--- config.mk ---
export PLATFORM = sky130hd
export DESIGN_NAME = uv_rotation_scheduler
export DESIGN_NICKNAME = d
export VERILOG_FILES = /design/src/rtl/uv_rotation_scheduler.sv
export SDC_FILE = /design/constraint.sdc
export NUM_CORES = 1
export LEC_CHECK = 0
export ABC_AREA = 0
export CORE_AREA = 2 2 50 87
export DETAILED_ROUTE_END_ITERATION = 12
export DIE_AREA = 0 0 52 89
export GPL_TIMING_DRIVEN = 0
export HOLD_SLACK_MARGIN = 0.03
export MAX_ROUTING_LAYER = met4
export PLACE_DENSITY = 0.82
export RECOVER_POWER = 50
export SLEW_MARGIN = 10
export SYNTH_ARGS = -nofsm -noshare
export SYNTH_HDL_FRONTEND = slang
export SYNTH_SLANG_ARGS = --single-unit
--- constraint.sdc ---
create_clock -name clk -period 3.4 [get_ports clk]
set_clock_uncertainty 0.15 [all_clocks]
set_input_delay 0.68 -clock clk [delete_from_list [all_inputs] [get_ports clk]]
set_output_delay 0.68 -clock clk [all_outputs]
set_load 0.005 [all_outputs]
--- src/rtl/uv_rotation_scheduler.sv ---
// uv_rotation_scheduler: round-robin sequencer for the shared 4-lane U/V CORDIC
// rotation datapath. It grants one requester at a time, replays that job's
// captured direction bits one micro-rotation per cycle, waits out the datapath
// output pipeline, then pulses done to the requester that was granted.
// Every output is a flop. The state register leads the output flops by one
// cycle, so the outputs seen in a cycle describe the state that was active
// during the previous cycle.
module uv_rotation_scheduler #(
  parameter int WIDTH_SHIFT_BIT = 4,
  parameter int N_ITER          = 16,
  parameter int WIDTH_INDEX     = 2,
  parameter int PIPE_LAT        = 1
) (
  input  logic                       clk,
  input  logic                       rst,
  input  logic                       req_u,
  input  logic [N_ITER-1:0]          dir_u,
  input  logic [WIDTH_INDEX-1:0]     idx_u,
  input  logic                       rot_u,
  input  logic                       req_v,
  input  logic [N_ITER-1:0]          dir_v,
  input  logic [WIDTH_INDEX-1:0]     idx_v,
  input  logic                       rot_v,
  output logic                       gnt_u,
  output logic                       gnt_v,
  output logic                       done_u,
  output logic                       done_v,
  output logic                       busy,
  output logic                       ce,
  output logic                       sel,
  output logic [WIDTH_SHIFT_BIT-1:0] shift,
  output logic [WIDTH_SHIFT_BIT-1:0] count,
  output logic                       sign_in,
  output logic                       sign_rotation,
  output logic [WIDTH_INDEX-1:0]     index
);

  localparam int FW = (PIPE_LAT > 1) ? $clog2(PIPE_LAT) : 1;
  localparam logic [WIDTH_SHIFT_BIT-1:0] K_LAST = WIDTH_SHIFT_BIT'(N_ITER - 1);
  localparam logic [FW-1:0]              F_LAST = FW'(PIPE_LAT - 1);

  typedef enum logic [2:0] {
    S_IDLE,
    S_LOAD,
    S_ITER,
    S_FLUSH,
    S_DONE
  } state_e;

  state_e                     state_q, state_d;
  logic [WIDTH_SHIFT_BIT-1:0] k_q, k_d;
  logic [FW-1:0]              f_q, f_d;
  logic [N_ITER-1:0]          dir_q, dir_d;
  logic                       owner_v_q, owner_v_d;   // 1 = V-side job in flight
  logic                       last_v_q, last_v_d;     // 1 = most recent grant went to V
  logic                       win_v;

  logic                       gnt_u_q, gnt_u_d;
  logic                       gnt_v_q, gnt_v_d;
  logic                       done_u_q, done_u_d;
  logic                       done_v_q, done_v_d;
  logic                       busy_q, busy_d;
  logic                       ce_q, ce_d;
  logic                       sel_q, sel_d;
  logic [WIDTH_SHIFT_BIT-1:0] shift_q, shift_d;
  logic [WIDTH_SHIFT_BIT-1:0] count_q, count_d;
  logic                       sign_in_q, sign_in_d;
  logic                       sign_rot_q, sign_rot_d;
  logic [WIDTH_INDEX-1:0]     index_q, index_d;

  // State, job context and output registers; reset aborts any job in flight.
  always_ff @(posedge clk) begin
    if (rst) begin
      state_q    <= S_IDLE;
      k_q        <= '0;
      f_q        <= '0;
      dir_q      <= '0;
      owner_v_q  <= 1'b0;
      last_v_q   <= 1'b1;
      gnt_u_q    <= 1'b0;
      gnt_v_q    <= 1'b0;
      done_u_q   <= 1'b0;
      done_v_q   <= 1'b0;
      busy_q     <= 1'b0;
      ce_q       <= 1'b0;
      sel_q      <= 1'b0;
      shift_q    <= '0;
      count_q    <= '0;
      sign_in_q  <= 1'b0;
      sign_rot_q <= 1'b0;
      index_q    <= '0;
    end else begin
      state_q    <= state_d;
      k_q        <= k_d;
      f_q        <= f_d;
      dir_q      <= dir_d;
      owner_v_q  <= owner_v_d;
      last_v_q   <= last_v_d;
      gnt_u_q    <= gnt_u_d;
      gnt_v_q    <= gnt_v_d;
      done_u_q   <= done_u_d;
      done_v_q   <= done_v_d;
      busy_q     <= busy_d;
      ce_q       <= ce_d;
      sel_q      <= sel_d;
      shift_q    <= shift_d;
      count_q    <= count_d;
      sign_in_q  <= sign_in_d;
      sign_rot_q <= sign_rot_d;
      index_q    <= index_d;
    end
  end

  // Next-state sequencing: IDLE -> LOAD -> ITER x N_ITER -> FLUSH x PIPE_LAT -> DONE.
  always_comb begin
    state_d = state_q;
    unique case (state_q)
      S_IDLE:  if (req_u || req_v) state_d = S_LOAD;
      S_LOAD:  state_d = S_ITER;
      S_ITER:  if (k_q == K_LAST) state_d = S_FLUSH;
      S_FLUSH: if (f_q == F_LAST) state_d = S_DONE;
      S_DONE:  state_d = S_IDLE;
      default: state_d = S_IDLE;
    endcase
  end

  // Round-robin pick: a lone requester wins, a tie goes to the side not granted last.
  always_comb begin
    win_v = req_v && (!req_u || !last_v_q);
  end

  // Output and job-context values to register for the current state.
  always_comb begin
    k_d        = k_q;
    f_d        = f_q;
    dir_d      = dir_q;
    owner_v_d  = owner_v_q;
    last_v_d   = last_v_q;
    gnt_u_d    = 1'b0;
    gnt_v_d    = 1'b0;
    done_u_d   = 1'b0;
    done_v_d   = 1'b0;
    busy_d     = 1'b1;
    ce_d       = 1'b0;
    sel_d      = 1'b0;
    shift_d    = shift_q;
    count_d    = count_q;
    sign_in_d  = sign_in_q;
    sign_rot_d = sign_rot_q;
    index_d    = index_q;
    unique case (state_q)
      S_IDLE: begin
        busy_d = 1'b0;
        if (req_u || req_v) begin
          gnt_u_d    = !win_v;
          gnt_v_d    = win_v;
          owner_v_d  = win_v;
          last_v_d   = win_v;
          dir_d      = win_v ? dir_v : dir_u;
          index_d    = win_v ? idx_v : idx_u;
          sign_rot_d = win_v ? rot_v : rot_u;
        end
      end
      S_LOAD: begin
        ce_d      = 1'b1;
        sel_d     = 1'b1;
        shift_d   = '0;
        count_d   = K_LAST;
        sign_in_d = 1'b0;
        k_d       = '0;
      end
      S_ITER: begin
        ce_d      = 1'b1;
        shift_d   = k_q;
        count_d   = K_LAST - k_q;
        sign_in_d = dir_q[k_q];
        f_d       = '0;
        // k saturates at the terminal value instead of wrapping
        if (k_q != K_LAST) k_d = k_q + 1'b1;
      end
      S_FLUSH: begin
        if (f_q != F_LAST) f_d = f_q + 1'b1;
      end
      S_DONE: begin
        done_u_d = !owner_v_q;
        done_v_d = owner_v_q;
      end
      default: busy_d = 1'b0;
    endcase
  end

  assign gnt_u         = gnt_u_q;
  assign gnt_v         = gnt_v_q;
  assign done_u        = done_u_q;
  assign done_v        = done_v_q;
  assign busy          = busy_q;
  assign ce            = ce_q;
  assign sel           = sel_q;
  assign shift         = shift_q;
  assign count         = count_q;
  assign sign_in       = sign_in_q;
  assign sign_rotation = sign_rot_q;
  assign index         = index_q;

endmodule

# Word-level counts from Yosys, hierarchy flattened
# Index checks and enable logic that the tools add are counted.
[op_classes]
n_eq_ne = 10
muxes = 19
n_bitwise = 3
order_cmp = 1
n_addsub = 3
n_reduce_logical = 17
[op_table]
columns = ["op", "count"]
rows = [
  ["$pmux 4 s2", 3],
  ["$mux 16", 1],
  ["$pmux 3 s4", 1],
  ["$mux 3", 3],
  ["$ne 2x2->1 const B", 4],
  ["$eq 3x2->1 const B", 2],
  ["$mux 1", 6],
  ["$lt 4x5->1 const B", 1],
  ["$add 4x1->4 const B", 1],
  ["$bmux 1 s4", 1],
  ["$eq 4x4->1 const B", 1],
  ["$logic_not 1->1", 4],
  ["$mux 4", 1],
  ["$ne 4x4->1 const B", 1],
  ["$pmux 1 s2", 2],
  ["$reduce_and 2->1", 2],
  ["$reduce_bool 2->1", 2],
  ["$reduce_or 2->1", 2],
  ["$reduce_or 4->1", 1],
  ["$sub 4x4->4 const A", 1],
  ["$eq 3x1->1 const B", 1],
  ["$eq 3x3->1 const B", 1],
  ["$logic_not 3->1", 1],
  ["$not 1->1", 3],
  ["6 further kinds", 7],
]
[word_totals]
reg_bits = 45
inputBits = 42
elab_cells = 71

# Longest topological paths before layout
[depth]
ltp_word = 4
depth_mapped = 6

# Least setup slack after synthesis
# No wires, ideal clock.
[synth_timing]
path_type = "input -> register"
start = "input port req_u"
end = "register dir_q[10]"
setup_slack_ps = 1519
stages = 5
setup_time_ps = 58
t_arrival_ps = 1673
t_required_ps = 3192
cell_sequence = "or2_2 > a31oi_1 > clkbuf_1 > a222oi_1 > inv_1"
[synth_between]
elab_chain_len = 4
[synth_rtl]
columns = ["item", "line_no", "rtl"]
rows = [
  ["from (decl)", "16", "input logic req_u,"],
  ["$logic_not 1->1", "129", "win_v = req_v && (!req_u || !last_v_q);"],
  ["$logic_or 1x1->1", "129", ""],
  ["$logic_and 1x1->1", "129", ""],
  ["$mux 16", "159", "dir_d = win_v ? dir_v : dir_u;"],
  ["to (signal assigned)", "96", "dir_q <= dir_d;"],
  ["to (decl)", "53", "logic [N_ITER-1:0] dir_q, dir_d;"],
]
# Parallel ways exist; a longest one is shown, timed or not.
# A chain may end at the register's enable or synchronous reset.

# Worst setup path after layout
[layout_timing]
start = "input port req_u"
end = "register dir_q[7]"
# The elaborated chain is that of the path after synthesis.

==> Implementation_results.wiki <==
{| class="wikitable"
! Metric !! Value
|-
| Result of the run || complete, no violations
|-
| Power Density || 517 mW/mm2
|-
| Internal power summed over all cells || around 0.00094 W
|-
| Die Width || between 50 and 60 um
|-
| Core area || between 0.003 and 0.004 mm2
|-
| Proportion of power drawn by flip-flops and latches || a little under half
|-
| Combinational share of power || 27.5%
|-
| Via count of the first global-routing pass || 1622
|-
| Total of max-cap violations || 0
|-
| Final period demand of the worst path || 2450 ps
|-
| Cts repair resizes || 0
|-
| Number of setup violations in the final report || 0
|-
| Switching Power || 0.000398 W
|-
| Clock latency reported for the late side of the worst-skew pair || 300 ps
|-
| CTS Root Cell || clkbuf_8
|-
| Post-synthesis sequential element count || 44
|-
| Most instantiated flip-flop cell in the synthesis netlist || dfxtp_1
|-
| CP cell instances || dlygate4sd3_1, or2_2, a31oi_1, clkbuf_1, a222oi_1, inv_1
|-
| Final instance area || 0.00258 mm2
|-
| Max-slew headroom at the worst pin || between 60% and 70%
|-
| Leakage || 1.11 nW
|-
| Syn Nets || 236
|-
| Aggregate negative setup slack || 0 ps
|-
| Compound-gate portion of the synthesized area || approximately 22%
|-
| Critical Path Start Type || input pin
|-
| Post-CTS Hold Fix Bufs || 0
|-
| Total Die Area || between 0.004 and 0.005 mm2
|-
| Hold Fails Final Rpt || 0
|-
| Adder-cell share of the synthesized area || less than 1%
|-
| Dominant cell type by area after synthesis || dfxtp_1
|-
| Share of total power in the clock network || 25.1%
|-
| Worst hold-check path type || reg -> reg
|-
| Highest Clock Rate || 408 MHz
|-
| Area of placed instances || 0.00251 mm2
|-
| Post-Syn Instances || 193
|-
| Max-slew violation count || 0
|-
| Netlist area before placement || 0.00186 mm2
|-
| Clock tree from TritonCTS || done
|-
| Chip height || 89 um
|-
| Peak per-stage delay on the critical path || 580 ps
|-
| Number of enable-type register cells in the synthesized netlist || 0
|-
| Worst Setup Path Type || in -> reg
|-
| Largest fanout of any net on the critical path || 10
|-
| All-layer global routing usage || between 20 and 25%
|-
| GR Util met3 || 4.18%
|-
| Area delta synth->final || 39.2%
|-
| Maximum number of pins on one net before global-route repair || 14
|-
| M2 GR Usage || 40.4%
|-
| Count of H-tree levels built during CTS || 2
|-
| Layer with the highest usage || met2
|-
| Simple-gate share of the synthesized area || 14.0%
|-
| Highest ir drop seen on vdd || 0.000304 V
|-
| Remaining routing DRC violations || 0
|-
| Required time worst endpoint || roughly 3500 ps
|-
| Post-synth ARST share || 0%
|-
| Initial Util || 48.0%
|-
| Number of distinct library cell variants in the gate-level netlist after synthesis || between 40 and 50
|-
| Clock transition at the register clock pins on the worst setup and hold paths after CTS || 80 ps
|-
| Std cell rows || 30
|-
| Switching Share || between 20% and 30%
|-
| Arrival time of data at the critical path endpoint || 2540 ps
|-
| Drt via density || between 5 and 6
|-
| Ratio of cells with drive above 1 in the final layout || under 10%
|-
| Number of antenna violations at the first check in global routing || 0
|-
| Met1 global-route usage || between 20% and 30%
|-
| Portion of the post-synthesis area used by sequential elements || 47.5%
|-
| Count of input and output buffers || 59
|-
| Number of buffer and inverter stages on the critical path || 3
|-
| Actual slew at the worst max-slew pin || roughly 560 ps
|-
| Detailed-route wire length per cell || 15.1 um
|-
| Antenna Diode Count || 0
|-
| Global route overflow || 0
|-
| Count of boundary I/O pins || 61
|-
| Part of the cycle the worst path needs || 72.1%
|-
| Number of buffers added by the clock tree synthesis step || 5
|-
| Longest Clk Path Bufs || 2
|-
| Overall routed net length || 4.64 mm
|-
| Antenna viol nets, final || 0
|-
| HPWL after detailed placement || about 3.5 mm
|-
| Top-count cell post-synth || dfxtp_1
|-
| Top Family by Delay on Critical Path || buffers and inverters
|-
| Number of warnings issued by yosys || 0
|-
| First-pass GRT wire length || 7.62 mm
|-
| Combinational family with the most area after synthesis || compound AO/OA/AOI/OAI gates
|-
| Share of the synthesized area in the top cell type || 47.5%
|-
| Number of detailed-routing iterations run before antenna repair || 6
|-
| Post-synthesis mux area share || under 10%
|-
| Nature of the critical path endpoint || register
|-
| Leading post-synthesis cells by instance count || dfxtp_1 (44), inv_1 (24), a222oi_1 (19)
|-
| Library cell contributing the largest single delay on the critical path || dlygate4sd3_1
|-
| Post-Syn Area per Cell || 9.61 um2
|-
| Setup Buffers After CTS || 0
|-
| Final layout net count || 302
|-
| Parity-gate share of the synthesized area counting xor and xnor cells || 0.944%
|-
| Setup repair after global routing missed its margin || false
|-
| Detailed router's first-iteration violation count || slightly above 100
|-
| Via count of the routed design || around 1700
|-
| Top cells by area in the synthesized netlist || dfxtp_1 (47%), a222oi_1 (10%), inv_1 (4.9%), mux4_2 (3.6%), nor2_1 (2.6%)
|-
| # clock sinks || 44
|-
| RD Place Congestion || 0.874
|}
-- path summary, 6_finish.rpt --
check,startpoint,endpoint,slack (ps),depth (start not counted)
max,req_u,dir_q[7],950,6
min,owner_v_q,done_u,300,1
max reg2reg,state_q[0],dir_q[10],1420,6
min reg2reg,owner_v_q,done_u,300,1
-- cells by family (layout without fill, tap and decap cells) --
group / after synthesis / count (layout)
AOI/OAI and AO/OA: 51 / 51
and+or+nand+nor: 48 / 48
DFF: 44 / 44
buffers and inverters: 42 / 109
muxes: 5 / 5
xor gates and xnor gates: 2 / 2
adders and majority gates: 1 / 1
-- per-stage QoR --
stage | total power (W) | util, % | instances | setup slack [ps] | hold slack [ps]
floorplan | 0.000857 | - | 193 | 1520 | 265
global placement | 0.00101 | 64.8 | 300 | 803 | 284
detailed placement | 0.00102 | 64.8 | 300 | 770 | 296
CTS | 0.00136 | 67.2 | 308 | 1070 | 308
global route | 0.00142 | 66.8 | 308 | 855 | 327
finish | 0.00134 | 66.8 | 308 | 947 | 301
-- final cells by class --
cell class / instances / area, um2
plain buffers: 18 / 87.6
clock buffers: 6 / 82.6
clock inverters: 2 / 10.0
fillers: 347 / 1280
inverters: 24 / 90.1
multi-input cells: 107 / 782
flip-flops and latches: 44 / 881
well taps: 48 / 60.1
repair buffers: 59 / 591
-- per-layer routing --
| metal | share of wire [%] | vias up |
|---|---|---|
| met1 | 38 | 827 |
| li1 | - | 848 |
| met4 | 2.8 | 0 |
| met5 | 0 | - |
| met2 | 56 | 61 |
| met3 | 3.6 | 10 |
-- worst reg2reg max path: cells and delay by family, from the launching register on --
| family | cells | cell delay, ps |
|---|---|---|
| compound gates | 1 | 170 |
| buf+inv | 3 | 670 |
| simple gates | 2 | 600 |
| flops | 1 | 340 |
-- placed cells by master (no fill, tap or decap), types with 2 or more instances in the layout --
cell             Yosys  layout
a31oi_1              2       2
a211oi_1             5       5
nor3_1               5       5
dfxtp_1             44      44
clkinv_2             0       2
nand2_1              8       8
a2111oi_0            3       3
dlygate4sd3_1        0       9
buf_6                2       2
a22oi_1              4       4
nor3b_1              2       2
a21oi_1              4       4
o21ai_0              7       7
nor2b_1              3       3
nor4_1               3       3
clkbuf_1             6      11
a222oi_1            19      19
and3_1               2       2
clkdlybuf4s50_1      0      50
inv_1               24      24
nand3_1              3       3
clkbuf_8             0       6
a22o_1               3       3
nor2_1              13      14
buf_2                7       4
mux4_2               3       3
-- flip-flops by register name, indices dropped and copies added (netlist names), 2 cells and up --
register,flops
dir_q,16
count,4
k_q,4
shift,4
state_q,3
index,2
-- power by group through the flow --
| stage | logic [W] | clock network, W | registers, W |
|---|---|---|---|
| 2_1_floorplan | 0.000218 | 0 | 0.000639 |
| 3_3_place_gp | 0.000370 | 0 | 0.000642 |
| 5_1_grt | 0.000409 | 0.000363 | 0.000643 |
| 4_1_cts | 0.000380 | 0.000344 | 0.000634 |
| 3_5_place_dp | 0.000377 | 0 | 0.000646 |
| 6_report | 0.000368 | 0.000335 | 0.000634 |
Note: power is estimated with default switching activity, not from simulation.
